**config.mk**
```make
export PLATFORM = sky130hd
export DESIGN_NAME = run_sequencer_flat
export DESIGN_NICKNAME = d
export VERILOG_FILES = /design/src/rtl/run_sequencer_if.sv /design/src/rtl/run_sequencer.sv /design/src/flat_wrapper.sv
export SDC_FILE = /design/constraint.sdc
export NUM_CORES = 1
export LEC_CHECK = 0
export CAP_MARGIN = 0
export CORE_MARGIN = 10
export CORE_UTILIZATION = 35
export DETAILED_ROUTE_END_ITERATION = 8
export PLACE_DENSITY = 0.58
export SYNTH_ARGS = -nofsm -noshare
export SYNTH_HDL_FRONTEND = slang
export SYNTH_SLANG_ARGS = --single-unit
```
**constraint.sdc**
```tcl
create_clock -name CLK -period 2.6 [get_ports CLK]
set_clock_uncertainty 0.2 [all_clocks]
set_input_delay 0.26 -clock CLK [delete_from_list [all_inputs] [get_ports CLK]]
set_output_delay 0.26 -clock CLK [all_outputs]
set_load 0.03 [all_outputs]
```
**src/rtl/run_sequencer_if.sv**
```systemverilog
// run_sequencer_if: the handshake and monitor signals between the run
// sequencer, the host and the program counter / datapath.
//
// Parameters:
//   PC_W   width of the monitored PC value
//   CNT_W  width of the run-cycle counter
//
// Signals:
//   start      host run request, level-sampled
//   halt_req   decoded halt instruction from the control unit
//   pc         current PC value
//   done_ack   host acknowledge of done
//   pc_init    drives the PC init input
//   pc_halt    drives the PC halt input
//   busy       high while initialising or running
//   done       high while waiting for the host acknowledge
//   cycle_cnt  RUN cycles of the last or current run
//   timeout    last run was ended by the watchdog
//
// Modports:
//   master  host / datapath side (drives requests, observes status)
//   slave   the sequencer itself
interface run_sequencer_if #(
    parameter int unsigned PC_W  = 10,
    parameter int unsigned CNT_W = 16
);
    logic             start;
    logic             halt_req;
    logic [PC_W-1:0]  pc;
    logic             done_ack;
    logic             pc_init;
    logic             pc_halt;
    logic             busy;
    logic             done;
    logic [CNT_W-1:0] cycle_cnt;
    logic             timeout;

    modport master (
        output start, halt_req, pc, done_ack,
        input  pc_init, pc_halt, busy, done, cycle_cnt, timeout
    );

    modport slave (
        input  start, halt_req, pc, done_ack,
        output pc_init, pc_halt, busy, done, cycle_cnt, timeout
    );
endinterface

```
**src/rtl/run_sequencer.sv**
```systemverilog
// run_sequencer: top-level execution controller for the program counter and
// the single-cycle datapath. A host start holds the PC in init for
// INIT_CYCLES cycles, then the program runs until a halt instruction, the
// end-of-program PC or (optionally) a watchdog limit. The PC is frozen, done
// is reported with the run-cycle count, and the sequencer waits for the host
// acknowledge before returning to idle.
//
// Optional feature: define WATCHDOG_EN to end a run after WDOG_LIMIT RUN
// cycles and report it on timeout. Without it timeout is tied to 0.
//
// Parameters:
//   INIT_CYCLES  cycles pc_init is held after start (legal 1..15)
//   PC_W         width of the monitored PC
//   PROG_END     PC value that ends the program
//   CNT_W        width of the run-cycle counter
//   WDOG_LIMIT   RUN-cycle limit (WATCHDOG_EN only)
//
// Ports:
//   CLK     system clock, rising edge
//   init_n  asynchronous active-low reset
//   bus     run_sequencer_if slave modport (start/halt_req/pc/done_ack in,
//           pc_init/pc_halt/busy/done/cycle_cnt/timeout out)
module run_sequencer #(
    parameter int unsigned     INIT_CYCLES = 2,
    parameter int unsigned     PC_W        = 10,
    parameter logic [PC_W-1:0] PROG_END    = 10'h3FF,
    parameter int unsigned     CNT_W       = 16,
    parameter int unsigned     WDOG_LIMIT  = 16'hFFFF
) (
    input  logic               CLK,
    input  logic               init_n,
    run_sequencer_if.slave     bus
);

    typedef enum logic [1:0] {IDLE, INIT, RUN, DONE} state_t;

    state_t           state;
    logic [3:0]       init_cnt;
    logic [CNT_W-1:0] cycle_cnt_q;
    logic             timeout_q;

    logic at_end_pc;
    logic wdog_hit;
    logic end_cond;

    // The end PC is only meaningful in RUN; end_cond is qualified by state
    // wherever it is used.
    assign at_end_pc = (bus.pc == PROG_END);

`ifdef WATCHDOG_EN
    // Hit on the WDOG_LIMIT-th RUN cycle, so a run never exceeds the limit.
    assign wdog_hit = (state == RUN) && (cycle_cnt_q == CNT_W'(WDOG_LIMIT - 1));
`else
    logic unused_wdog_limit;
    assign unused_wdog_limit = ^WDOG_LIMIT;
    assign wdog_hit          = 1'b0;
`endif

    assign end_cond = bus.halt_req | at_end_pc | wdog_hit;

    always_ff @(posedge CLK or negedge init_n) begin
        if (!init_n) begin
            state       <= IDLE;
            init_cnt    <= '0;
            cycle_cnt_q <= '0;
            timeout_q   <= 1'b0;
        end else begin
            case (state)
                IDLE: begin
                    if (bus.start) begin
                        state       <= INIT;
                        init_cnt    <= 4'(INIT_CYCLES - 1);
                        cycle_cnt_q <= '0;
                        timeout_q   <= 1'b0;
                    end
                end
                INIT: begin
                    if (init_cnt == 4'd0) begin
                        state <= RUN;
                    end else begin
                        init_cnt <= init_cnt - 4'd1;
                    end
                end
                RUN: begin
                    // The terminating cycle is counted too; saturate, never wrap.
                    if (cycle_cnt_q != '1) begin
                        cycle_cnt_q <= cycle_cnt_q + CNT_W'(1);
                    end
                    if (end_cond) begin
                        state     <= DONE;
                        // halt instruction and end PC win over the watchdog.
                        timeout_q <= wdog_hit & ~bus.halt_req & ~at_end_pc;
                    end
                end
                DONE: begin
                    if (bus.done_ack) begin
                        state <= IDLE;
                    end
                end
                default: state <= IDLE;
            endcase
        end
    end

    // pc_init follows state, so reset asserts it asynchronously.
    assign bus.pc_init   = (state == IDLE) || (state == INIT);
    assign bus.busy      = (state == INIT) || (state == RUN);
    assign bus.done      = (state == DONE);
    // Freeze the PC on the same edge that enters DONE.
    assign bus.pc_halt   = ((state == RUN) && end_cond) || (state == DONE);
    assign bus.cycle_cnt = cycle_cnt_q;
    assign bus.timeout   = timeout_q;

endmodule
```
**src/flat_wrapper.sv**
```systemverilog
// flat-port wrapper written by rule: the top's interface ports become plain ports
module run_sequencer_flat 
#(
    parameter int unsigned     INIT_CYCLES = 2,
    parameter int unsigned     PC_W        = 10,
    parameter logic [PC_W-1:0] PROG_END    = 10'h3FF,
    parameter int unsigned     CNT_W       = 16,
    parameter int unsigned     WDOG_LIMIT  = 16'hFFFF
)
  (CLK, init_n, bus_start, bus_halt_req, bus_pc, bus_done_ack, bus_pc_init, bus_pc_halt, bus_busy, bus_done, bus_cycle_cnt, bus_timeout);
  run_sequencer_if #(.PC_W(PC_W), .CNT_W(CNT_W)) bus_i ();
  input  logic CLK;
  input  logic init_n;
  input wire logic [$bits(bus_i.start)-1:0] bus_start;
  input wire logic [$bits(bus_i.halt_req)-1:0] bus_halt_req;
  input wire logic [$bits(bus_i.pc)-1:0] bus_pc;
  input wire logic [$bits(bus_i.done_ack)-1:0] bus_done_ack;
  output wire logic [$bits(bus_i.pc_init)-1:0] bus_pc_init;
  output wire logic [$bits(bus_i.pc_halt)-1:0] bus_pc_halt;
  output wire logic [$bits(bus_i.busy)-1:0] bus_busy;
  output wire logic [$bits(bus_i.done)-1:0] bus_done;
  output wire logic [$bits(bus_i.cycle_cnt)-1:0] bus_cycle_cnt;
  output wire logic [$bits(bus_i.timeout)-1:0] bus_timeout;
  assign bus_i.start = bus_start;
  assign bus_i.halt_req = bus_halt_req;
  assign bus_i.pc = bus_pc;
  assign bus_i.done_ack = bus_done_ack;
  assign bus_pc_init = bus_i.pc_init;
  assign bus_pc_halt = bus_i.pc_halt;
  assign bus_busy = bus_i.busy;
  assign bus_done = bus_i.done;
  assign bus_cycle_cnt = bus_i.cycle_cnt;
  assign bus_timeout = bus_i.timeout;
  run_sequencer #(.INIT_CYCLES(INIT_CYCLES), .PC_W(PC_W), .PROG_END(PROG_END), .CNT_W(CNT_W), .WDOG_LIMIT(WDOG_LIMIT)) u_core (.CLK(CLK), .init_n(init_n), .bus(bus_i));
endmodule
```
-- Word-level counts from Yosys, hierarchy flattened
Index checks and enable logic that the tools add are counted.
- reduce and logical (&&, ||, !) cells: 12
- mux-type cells: 14
- bitwise logic cells: 1
- add/sub/neg operators: 2
- equal/unequal tests: 11
- operator list (operator ; number):
    two-way mux 16 bit ; 2
    one-hot mux 16 bit (2 select lines) ; 1
    adder 16 x 1 -> 16 bit, second input constant ; 1
    inequality test 16 bit, second input constant ; 1
    equality test 10 bit, second input constant ; 1
    AND reduction 3 bit ; 3
    two-way mux 2 bit ; 4
    two-way mux 4 bit ; 2
    one-hot mux 2 bit (4 select lines) ; 1
    one-hot mux 4 bit (2 select lines) ; 1
    inequality test 2 x 1 -> 1 bit, second input constant ; 3
    inequality test 2 bit, second input constant ; 3
    equality test 2 bit, second input constant ; 2
    zero test 4 bit ; 1
    AND reduction 4 bit ; 1
    nonzero test 2 bit ; 2
    subtractor 4 x 1 -> 4 bit, second input constant ; 1
    logical OR 1 bit ; 3
    equality test 2 x 1 -> 1 bit, second input constant ; 1
    zero test 2 bit ; 1
    two-way mux 1 bit ; 2
    one-hot mux 1 bit (2 select lines) ; 1
    logical AND 1 bit ; 1
    OR 1 bit ; 1
- word-level logic and storage cells: 44
- output and inout port bits: 21
- bits in registers: 23
- input port bits: 15

-- Logic depth before layout (Yosys ltp)
Gate-level depths: netlist of the first run.
- depth in word-level cells: 4
- depth in mapped cells: 7
- depth with buffers taken out: 6

-- Worst setup path after synthesis of the first run
No wires, ideal clock.
- path type: register to register
- from: reg u_core.cycle_cnt_q[0], in the netlist u_core.bus.cycle_cnt[0]
- to: reg u_core.cycle_cnt_q[12], in the netlist u_core.bus.cycle_cnt[12]
- data arrival time: 1.865 ns
- buffers on the path: 0
- stages on the path, launching flop included: 6
- library setup time: 0.069 ns
- slack: 0.466 ns
- data required time: 2.331 ns
- period minus slack after synthesis: 2.134 ns
- path through: dfrtp_1 -> ha_1 -> nand3_1 -> or3_4 -> or4_1 -> nand3_1
- word-level cells in the longest chain between the ends: 3
- elaborated cells on any way between the ends: 6
- those cells by class: 1 x add/sub; 2 x eq/ne; 2 x mux; 1 x reduce/logical
- RTL lines (element ; line ; source):
    from (decl) ; run_sequencer.sv:39 ; logic [CNT_W-1:0] cycle_cnt_q;
    from (signal assigned) ; run_sequencer.sv:87 ; cycle_cnt_q <= cycle_cnt_q + CNT_W'(1);
    adder 16 x 1 -> 16 bit / inequality test 16 bit (equally long branches) ; run_sequencer.sv:87, run_sequencer.sv:86 ;
    two-way mux 16 bit / inequality test 2 x 1 -> 1 bit (equally long branches) ; -- ;
    one-hot mux 16 bit (2 select lines) / AND reduction 3 bit (equally long branches) ; -- ;
Parallel ways exist; a longest one is shown, timed or not. The select of a mux whose other input is x is not followed.
A chain may end at the register's enable or synchronous reset.

-- Worst setup path in the final report of the first run
- from: reg u_core.state[0]
- to: out bus_pc_init
- word-level cells in the longest chain between the ends: 2
- elaborated cells on any way between the ends: 3
- those cells by class: 1 x eq/ne; 2 x reduce/logical
- RTL lines (element ; line ; source):
    from (decl) ; run_sequencer.sv:37 ; state_t state;
    from (signal assigned) ; run_sequencer.sv:63 ; state <= IDLE;
    from (signal assigned) ; run_sequencer.sv:71 ; state <= INIT;
    from (signal assigned) ; run_sequencer.sv:79 ; state <= RUN;
    equality test 2 x 1 -> 1 bit / zero test 2 bit (equally long branches) ; run_sequencer.sv:106 ; assign bus.pc_init = (state == IDLE) || (state == INIT);
    logical OR 1 bit * ; run_sequencer.sv:106 ;
    to (decl) ; flat_wrapper.sv:18 ; output wire logic [$bits(bus_i.pc_init)-1:0] bus_pc_init;
Every way passes the cells marked *; elsewhere a longest branch is shown, timed or not.

==> results of run 1 <==
-- area by class of cell --
cell class	count	area, um2	share of cell area
Tap cell	50	62.6	0.0321
Timing Repair Buffer	45	425	0.218
Clock buffer	4	55.1	0.0282
Multi-Input combinational cell	120	823	0.422
Inverter	9	33.8	0.0173
Sequential cell	22	551	0.282
-- Yosys cell counts, types with 2 or more instances --
cell type,instances
o2bb2ai_1,2
nand4_2,2
mux2i_1,2
buf_2,3
o21ai_0,9
o31a_1,2
o41ai_1,4
a21oi_1,5
ha_1,7
inv_1,8
o31ai_1,17
dfrtp_1,22
a31oi_1,3
clkbuf_1,2
nor4_1,2
nand2b_1,6
nand4_1,6
nand3_1,8
o21ai_1,2
nor3_1,4
and4_1,2
nand2_1,11
nor2_1,7
-- worst max-delay path: cells and delay by family, from the launching register on --
kind / cells / cell delay, ns
simple gates: 1 / 0.32
buf+inv: 2 / 0.70
fa+ha+maj: 1 / 0.31
flops: 1 / 0.40
-- layout by cell type (no fill, tap or decap), types with 5 or more instances in the layout --
| master | netlist | routed |
|---|---|---|
| clkdlybuf4s50_1 | 0 | 33 |
| nand4_1 | 6 | 6 |
| a21oi_1 | 5 | 5 |
| o21ai_0 | 9 | 9 |
| nand2_1 | 11 | 11 |
| nand2b_1 | 6 | 6 |
| ha_1 | 7 | 7 |
| dfrtp_1 | 22 | 22 |
| buf_4 | 1 | 11 |
| o31ai_1 | 17 | 17 |
| nor2_1 | 7 | 7 |
| nand3_1 | 8 | 8 |
| inv_1 | 8 | 8 |
-- metal layers --
| metal | part of all wire | vias up | global-route usage |
|---|---|---|---|
| met4 | 0.0071 | 0 | 0.0259 |
| met2 | 0.50 | 33 | 0.190 |
| met3 | 0.054 | 6 | 0.0332 |
| li1 | - | 691 | - |
| met1 | 0.44 | 711 | 0.141 |
| met5 | 0 | - | 0 |
-- worst paths after layout --
path | slack, ns | depth (start not counted) | to | startpoint
min reg2reg | 0.37 | 1 | u_core.state[1] | u_core.state[1]
max | 0.15 | 4 | bus_pc_init | u_core.state[0]
max reg2reg | 0.21 | 6 | u_core.bus.cycle_cnt[9] | u_core.bus.cycle_cnt[0]
min | 0.14 | 2 | u_core.bus.cycle_cnt[3] | init_n
max in group asynchronous | 1.83 | 2 | u_core.init_cnt[0] | init_n
min in group CLK | 0.37 | 1 | u_core.state[1] | u_core.state[1]
-- power by group --
group	internal [mW]	total [mW]	leakage, nW	switching, mW
clock network	0.135	0.248	0.0288	0.113
registers	0.417	0.502	0.295	0.0855
logic	0.446	1.04	0.505	0.598
total	0.998	1.80	0.829	0.797
-- repair_timing --
action	4_1_cts	5_1_grt
buffers inserted	0	0
resized for setup	0	1
endpoints found under the setup margin	0	1
-- flip-flops by register name, indices dropped and copies added, names as in the netlist --
name                  flops
u_core.bus.cycle_cnt     16
u_core.init_cnt           4
u_core.state              2
-- metrics by stage --
step	instance area, um2	cells	total power [mW]
after floorplan	1440	157	1.17
after global placement	1890	246	1.53
after detailed placement	1890	246	1.56
after CTS	1950	250	1.81
after global routing	1950	250	1.95
final	1950	250	1.80
-- logic make-up after synthesis --
group	count (synthesis)
and+or+nand+nor	56
AOI/OAI and AO/OA	53
DFF	22
buffers and inverters	15
adders and majority gates	7
muxes	3
other	1
==> reports/metrics.csv, run 1 <==
stage,metric,value,unit
finish,fillers,369,
floorplan,dieArea,7070,um2
critical_path,worstSetupPathType,reg2out,
floorplan,ios,36,
synth,synth_largest_area_cell,dfrtp_1,
global_routing,antenna_found_initial,0,
finish,utilization,0.488,
routing,routedWlPerCell,16.3,um
critical_path,worstPathArrival,1.99,ns
clock_tree,cts_sinks,22,
synth,syn_avg_cell_area,9.16,um2
critical_path,path_cells,"inv_1, ha_1, or2_2, clkdlybuf4s50_1",
floorplan,fp.dieW,84.1,um
synth,yosys-top-cells-area,"dfrtp_1 (38%), o31ai_1 (8.9%), ha_1 (6.1%)",
timing,rsz0062_at_grt,false,
routing,drc,0,
placement,hpwl,3.17,mm
timing,max_freq,409,MHz
routing,vias,1441,
clock_tree,ctsHoldBuffers,0,
timing,whs,0.144,ns
critical_path,cp_data_required_time,2.14,ns
synth,syn-cell-area,1440,um2
timing,setup_violations,0,
floorplan,fp.dieH,84.1,um
synth,ys_seq_area_frac,0.383,
routing,vias_per_cell,5.76,
routing,drt_iter0_drc,125,
routing,final_antenna_net_count,0,
placement,place_ws,0.201,ns
placement,gp_congestion,0.803,
synth,ys_types,44,
clock_tree,clock_latency,0.26,ns
floorplan,rows,23,
hold_path,hold_path.class,in2async,
synth,synth_compound_area_frac,0.265,
power,p_leak,0.829,nW
finish,final_nets,223,
clock_tree,cts_tree,done,
clock_tree,clkTransAtPathRegs,0.08,ns
finish,diodes,0,
synth,synth_cells,157,
synth,ys_ff_latch,22,
critical_path,crit_fanout,7,
global_routing,track_usage,0.115,
synth,synth_ff_type,dfrtp_1,
floorplan,fp.coreArea,4000,um2
synth,synth-edff-count,0,
critical_path,slowest_stage,clkdlybuf4s50_1,
run_status,outcome,finished clean,
timing,timing.final.crit_share,0.941,
timing,maxSlewViolCount,0,
timing,worst_pin_slew,0.742,ns
timing,maxSlewHeadroom,0.501,
critical_path,slowest_delay,0.60,ns
global_routing,overflow,0,
global_routing,grt_start_max_net_pins,23,
timing,setup_ws,0.154,ns
routing,routed_wl,4.08,mm
flow_run,drv_cap,0,
finish,post_route_cells_drive_above_1_share,0.100,
global_routing,grt_pass1_wl,7.13,mm
synth,synth_xor_area_frac,0,
clock_tree,cts_buffer_depth,2,
finish,areaGrowthSynthToFinish,35.7,%
clock_tree,numCtsBuffers,3,
synth,synth_top_family_by_area,compound AO/OA/AOI/OAI gates,
synth,synthAdderAreaFrac,0.0609,
synth,synth-simple-area-share,0.223,
placement,io_buffers,34,
timing,setup_tns,0,ns
critical_path,cp-end-kind,primary output,
clock_tree,htree_levels,1,
synth,synthMuxAreaShare,0.0218,
timing,final_hold_viol_count,0,
routing,first_pass_iters,4,
synth,synth_top_area_frac,0.383,
critical_path,startpoint_type,flop,
synth,async_flop_share,1.00,
clock_tree,cts_root_buf,clkbuf_8,
global_routing,grt_pass1_vias,1495,
timing,layout_min_cycle_time,2.45,ns
power,powerDensity,920,nW/um2
synth,yosys_warnings,0,
power,max-vdd-ir-drop,0.000534,V
floorplan,start_util,0.359,
synth,syn-num-nets,179,
Note: power is estimated with default switching activity, not from simulation.
==> inputs of run 2 (changes only) <==
DONT_BUFFER_PORTS = 1   (was unset)
PLACE_DENSITY = 0.47   (was 0.58)
==> run 2 against run 1 <==
Effect of this change: via count fell by 9.6%; routed wire length is 0.49% lower; die area did not move; sequential power is 5.0% lower; critical path depth increased by 1; global-route usage is essentially flat; sequential share of layout area up 5.0 points; power fell by 7.3%; final area decreased by 15%; hold slack got worse by 0.13 ns; clock-buffer cell count unchanged; largest cell class unchanged.
==> reports/metrics.csv, run 2 (synthesis gave the netlist of run 1 again) <==
stage,metric,value,unit,change
floorplan,fp.dieW,84.1,um,unchanged
run_status,outcome,finished clean,,
finish,final_common_cell,dfrtp_1,,
timing,worst_pin_slew,1.06,ns,+0.322 ns
timing,timing.final.crit_share,0.882,,-0.0591
finish,utilization,0.414,,-0.0738
flow_run,drv_cap,0,,unchanged
global_routing,grt_pass1_vias,1400,,-6.4%
clock_tree,numCtsBuffers,3,,unchanged
placement,gp_congestion,0.808,,+0.56%
critical_path,crit_fanout,10,,+3
floorplan,dieArea,7070,um2,unchanged
timing,final_hold_viol_count,0,,unchanged
critical_path,startpoint_type,flop,,
global_routing,overflow,0,,unchanged
timing,setup_ws,0.308,ns,+0.154 ns
clock_tree,cts_root_buf,clkbuf_8,,
placement,io_buffers,0,,-100%
clock_tree,htree_levels,1,,unchanged
routing,vias_per_cell,5.86,,+1.7%
finish,post_route_cells_drive_above_1_share,0.145,,+0.0453
critical_path,worstSetupPathType,reg2reg,,
clock_tree,clock_latency,0.26,ns,about the same
routing,vias,1302,,-9.6%
routing,drt_iter0_drc,69,,-45%
timing,rsz0062_at_grt,false,,
global_routing,track_usage,0.115,,+0.000441
timing,setup_tns,0,ns,unchanged
timing,setup_violations,0,,unchanged
clock_tree,clkTransAtPathRegs,0.09,ns,about the same
placement,place_area,1590,um2,-16%
power,powerDensity,1010,nW/um2,+9.3%
clock_tree,postCtsResizedCells,0,,unchanged
routing,routed_wl,4.06,mm,-0.49%
finish,largest_register_ffs,16,,unchanged
routing,final_antenna_net_count,0,,unchanged
critical_path,cp-end-kind,flop,,
timing,whs,0.0161,ns,-0.127 ns
timing,maxSlewViolCount,0,,unchanged
clock_tree,cts_buffer_depth,2,,unchanged
routing,routedWlPerCell,18.3,um,+12%
global_routing,grt_pass1_wl,6.87,mm,-3.7%
finish,finalNonFillerCells,222,,-11%
finish,areaGrowthSynthToFinish,15.1,%,
finish,final_nets,195,,-13%
global_routing,grt_start_max_net_pins,23,,unchanged
floorplan,ios,36,,unchanged
timing,max_freq,436,MHz,+6.7%
floorplan,start_util,0.359,,unchanged
placement,place_ws,0.316,ns,+0.115 ns
power,max-vdd-ir-drop,0.000351,V,-34%
routing,drc,0,,unchanged
floorplan,fp.dieH,84.1,um,unchanged
finish,diodes,0,,unchanged
global_routing,antenna_found_initial,0,,unchanged
clock_tree,cts_tree,done,,
power,fin_total_pwr,1.66,mW,-7.3%
floorplan,rows,23,,unchanged
timing,layout_min_cycle_time,2.29,ns,-0.154 ns
hold_path,hold_path.class,in2reg,,
placement,dp_cells,217,,-12%
timing,maxSlewHeadroom,0.288,,-0.213
placement,hpwl,3.07,mm,-3.4%
finish,final_cell_mix,"dfrtp_1 (22), o31ai_1 (17), buf_4 (16)",,
finish,stdcell_area,1660,um2,-15%
floorplan,fp.coreArea,4000,um2,unchanged
clock_tree,cts_sinks,22,,unchanged
critical_path,worstPathArrival,2.24,ns,+0.25 ns
critical_path,cp_data_required_time,2.55,ns,+0.41 ns
power,p_leak,0.726,nW,-12%
routing,first_pass_iters,4,,unchanged
[run 2: routing by layer]
layer,global-route usage,vias up,share of wire
met5,0,-,0
met4,0.0396,0,0.0059
met3,0.0303,2,0.055
met2,0.183,30,0.49
met1,0.144,633,0.45
li1,-,637,-
[run 2: final timing paths]
kind	start	end	slack (ns)	cells past startpoint
worst max-delay path	u_core.state[0]	u_core.state[1]	0.31	5
worst min-delay path	bus_start	u_core.init_cnt[3]	0.02	3
worst max register to register	u_core.state[0]	u_core.state[1]	0.31	5
worst min register to register	u_core.state[0]	u_core.state[0]	0.38	1
min in group asynchronous	init_n	u_core.init_cnt[0]	0.43	1
max in group asynchronous	init_n	u_core.bus.cycle_cnt[9]	1.13	1
[run 2: power breakdown]
group	internal (mW)	total, mW	switching, mW
sequential	0.417	0.477	0.0603
combinational	0.322	0.932	0.610
clock	0.135	0.255	0.120
[run 2: cell type report]
type,count,area (um2)
multi-input combinational,120,823
timing repair buffer,17,130
sequential,22,551
clock buffer,4,55.1
fill,399,2340
tap,50,62.6
inverter,9,33.8
[run 2: timing repair]
action                                 CTS  global route
hold buffers                             1             0
endpoints found under the hold margin   22             0
setup buffers                            0             0
setup endpoints to repair                0             0
[run 2: worst max-delay path, cell delays in order (launching register included)]
cell      delay, ns
dfrtp_1        0.42
inv_1          0.13
ha_1           0.31
clkinv_1       0.32
o311a_1        0.46
mux2_1         0.33
